### src/rtl/updn_mod_counter.sv
// Up/down modulo counter with synchronous clear and parallel load, wrap or saturate at the range
// ends, sticky overflow/underflow flags and a combinational cascade carry.
module updn_mod_counter #(
    parameter int unsigned     WIDTH     = 4,
    parameter longint unsigned MODULUS   = 16,
    parameter longint unsigned RESET_VAL = 15,
    parameter int unsigned     SATURATE  = 0
) (
    input  logic             clk,
    input  logic             reset,
    input  logic             en,
    input  logic             up_dn,
    input  logic             clr,
    input  logic             load,
    input  logic [WIDTH-1:0] load_val,
    output logic [WIDTH-1:0] q,
    output logic             tc,
    output logic             zero,
    output logic             ovf,
    output logic             unf
);

    // MODULUS may equal 2^WIDTH, so the top of the range is formed in 64 bits before truncation.
    localparam logic [WIDTH-1:0] MAX_Q = WIDTH'(MODULUS - 64'd1);
    localparam logic [WIDTH-1:0] RST_Q = WIDTH'(RESET_VAL);
    localparam bit               SAT   = (SATURATE != 0);

    logic [WIDTH-1:0] q_q, q_d;
    logic             ovf_q, ovf_d;
    logic             unf_q, unf_d;
    logic             at_max, at_min, load_over;

    assign at_max    = (q_q == MAX_Q);
    assign at_min    = (q_q == '0);
    assign load_over = (64'(load_val) >= MODULUS);

    always_comb begin
        q_d   = q_q;
        ovf_d = ovf_q;
        unf_d = unf_q;
        if (clr) begin
            q_d   = '0;
            ovf_d = 1'b0;
            unf_d = 1'b0;
        end else if (load) begin
            q_d = load_over ? MAX_Q : load_val;
        end else if (en) begin
            if (up_dn) begin
                if (at_max) begin
                    ovf_d = 1'b1;
                    q_d   = SAT ? MAX_Q : '0;
                end else begin
                    q_d = q_q + WIDTH'(1);
                end
            end else begin
                if (at_min) begin
                    unf_d = 1'b1;
                    q_d   = SAT ? '0 : MAX_Q;
                end else begin
                    q_d = q_q - WIDTH'(1);
                end
            end
        end
    end

    always_ff @(posedge clk) begin
        if (reset) begin
            q_q   <= RST_Q;
            ovf_q <= 1'b0;
            unf_q <= 1'b0;
        end else begin
            q_q   <= q_d;
            ovf_q <= ovf_d;
            unf_q <= unf_d;
        end
    end

    // Carry ignores clr/load so a cascade sees the terminal count whatever this stage does next.
    assign tc   = en & ((up_dn & at_max) | (~up_dn & at_min));
    assign zero = at_min;
    assign q    = q_q;
    assign ovf  = ovf_q;
    assign unf  = unf_q;

endmodule

### config.mk
export PLATFORM = sky130hd
export DESIGN_NAME = updn_mod_counter
export DESIGN_NICKNAME = d
export VERILOG_FILES = /design/src/rtl/updn_mod_counter.sv
export SDC_FILE = /design/constraint.sdc
export NUM_CORES = 1
export LEC_CHECK = 0
export CAP_MARGIN = 5
export CORE_AREA = 2 2 39 41
export CTS_CLUSTER_DIAMETER = 30
export DETAILED_ROUTE_END_ITERATION = 7
export DIE_AREA = 0 0 41 43
export DONT_BUFFER_PORTS = 1
export SYNTH_ARGS = -nofsm -noshare
export SYNTH_HDL_FRONTEND = slang
export SYNTH_SLANG_ARGS = --single-unit
### constraint.sdc
create_clock -name clk -period 1.67 [get_ports clk]
set_clock_uncertainty 0.2 [all_clocks]
set_input_delay 0.2505 -clock clk [delete_from_list [all_inputs] [get_ports clk]]
set_output_delay 0.2505 -clock clk [all_outputs]
set_load 0.01 [all_outputs]
==> results.yml <==
worst_setup_path:
  crit_family: "simple AND/OR/NAND/NOR gates"
  crit_buf_inv: 0
  startpoint_type: "flip-flop"
  crit_path_cell_trace: "or3_4, a221oi_4, a311oi_2, or3_1"
  path_class: "reg2reg"
  required_ps: 1590
  cpMaxStageDelayCell: "or3_4"
  critPathMaxFanout: 4
  max_stage_delay_ps: 400
  rr_worst_depth: 4
  worst_ep_arrival_time_ps: 1650
  end_kind: "flip-flop"
  path_depth: 4
yosys:
  syn_inst: 57
  netlist_area_um2: 458
  ys_warn_count: 0
  ys_seq_area_frac: 0.262
  yosysUniqueCellTypes: 27
  syn_area_per_cell_um2: 8.03
  ys_ff_latch: 6
  synth.net_count: 70
global_routing:
  grt_pass1_vias: 452
  grt_pass1_wl_um: 1970
  antenna_found_initial: 0
  grt_overflow: 0
  grt_max_degree: 9
  track_usage: 0.170
drt:
  first_iter_violations: 7
  routed-via-count: 488
  via_per_inst: 5.36
  route.detailed.drc: 0
  ant_nets: 0
  wirelength_um: 1330
  routedWlPerCell_um: 14.7
  firstDrtPassIters: 4
timing:
  fmax_mhz: 579
  layout_setup_ws_ps: -56.4
  maxSlewHeadroom: 0.836
  min_period_ps: 1730
  setup_viol: 2
  tightest_slew_ps: 245
  rsz0062_at_grt: "yes"
  hold_violations: 0
  fin_crit_sh: 1.03
  slew_violations: 0
  setup_tns_ps: -85.9
cells_and_area:
  diodes: 0
  final_cell_mix: "buf_4, nor2_1, a21oi_1"
  finalNetCount: 89
  fill_cells: 134
  layout_commonest_cell: "buf_4"
  drive_above_1_share: 0.453
  area_delta_synth_final_pct: 62.3
  final_core_util: 0.537
run_status:
  violations: "setup timing"
  outcome: "finished with violations"
clock_tree:
  root_buffer: "clkbuf_4"
  clk_latency_ps: 250
  cts_sinks: 6
  cts_buffer_depth: 2
  cts_buffers: 3
  cts_tree: "done"
  htree_levels: 1
  clkTransAtPathRegs_ps: 50
floorplan:
  coreArea_um2: 1380
  row_count: 14
  die_width_um: 41
  io_pins: 18
  start_util: 0.331
  die_area_um2: 1760
  die_height_um: 43
min_path:
  hp-class: "in2reg"
  hold_depth: 2
placement:
  place.gp.congestion: 0.830
  dpl.hpwl_um: 877
  portBuffers: 0
power_and_ir_drop:
  p_per_area_nw_per_um2: 649
  p_leak_nw: 0.302
  ir_drop_mv: 0.368
flow_run:
  drv_cap: 0
==> metrics by stage <==
stage	instances	hold slack [ps]	power, W	instance area [um2]	setup WS, ps
3_5_place_dp	78	130	0.000270	528	-50.9
4_1_cts	89	29.7	0.000463	679	-69.1
6_report	91	25.4	0.000483	743	-56.4
5_1_grt	91	30.7	0.000516	743	-109
3_3_place_gp	78	129	0.000269	528	-14.5
2_1_floorplan	57	127	0.000243	467	-26.7
==> cell usage after synthesis <==
| library cell | instances | area (um2) |
|---|---|---|
| nor2_1 | 7 | 26.3 |
| a21oi_1 | 6 | 30.0 |
| dfxtp_1 | 6 | 120 |
| inv_1 | 5 | 18.8 |
| ha_1 | 3 | 37.5 |
| mux2i_1 | 3 | 30.0 |
| nor3_1 | 3 | 15.0 |
| o21bai_1 | 3 | 22.5 |
| clkbuf_1 | 2 | 7.51 |
| or3_1 | 2 | 12.5 |
| a211oi_1 | 1 | 7.51 |
| a221oi_1 | 1 | 8.76 |
| a221oi_2 | 1 | 15.0 |
| a311oi_1 | 1 | 8.76 |
| a31oi_1 | 1 | 6.26 |
| and4_2 | 1 | 10.0 |
| buf_4 | 1 | 7.51 |
| buf_6 | 1 | 11.3 |
| nand2_1 | 1 | 3.75 |
| nand2b_1 | 1 | 6.26 |
| nor3b_1 | 1 | 7.51 |
| o21a_1 | 1 | 7.51 |
| o21ai_0 | 1 | 5.00 |
| o31ai_1 | 1 | 7.51 |
| or4_1 | 1 | 7.51 |
| xnor2_1 | 1 | 8.76 |
| xor2_1 | 1 | 8.76 |
==> final timing paths <==
check        start  endpoint  slack, ps
min           load      q[2]         30
max           q[1]      q[3]        -60
max reg2reg   q[1]      q[3]        -60
min reg2reg    ovf       ovf        350
==> sequential cells by signal (all words and copies together) (netlist names) <==
signal  count
q           4
ovf         1
unf         1
==> layer usage <==
layer,up-vias,global-route usage,wire length (um)
li1,245,-,-
met1,231,0.206,550
met2,12,0.263,719
met3,0,0.0785,63
met4,0,0.0400,0
met5,-,0,0
==> where the power goes <==
| group | switching, W | leakage [nW] | internal [W] | total [W] |
|---|---|---|---|---|
| logic | 0.0000742 | 0.237 | 0.0000937 | 0.000168 |
| clock network | 0.0000569 | 0.0150 | 0.0000908 | 0.000148 |
| registers | 0.0000143 | 0.0502 | 0.000153 | 0.000167 |
==> what timing repair did <==
item | in CTS | in global routing
endpoints found under the setup margin | 2 | 3
hold buffers | 5 | 0
setup buffers | 2 | 2
endpoints found under the hold margin | 6 | 0
gates resized for setup | 14 | 10
pin swaps | 4 | 11
==> area by class of cell <==
type                            count  area, um2  area share
Inverter                            5       23.8      0.0320
Tap cell                           16       20.0      0.0269
Timing Repair Buffer               18        159       0.214
Clock buffer                        4       26.3      0.0354
Sequential cell                     6        129       0.173
Multi-Input combinational cell     42        385       0.519
==> kinds of logic after synthesis <==
group / after synthesis / synth area share
buf+inv: 9 / 0.0984
xor+xnor: 2 / 0.0383
simple gates: 17 / 0.194
compound gates: 17 / 0.260
mux: 3 / 0.0656
fa+ha+maj: 3 / 0.0820
flops: 6 / 0.262
Power figures use the tool's default switching activity.
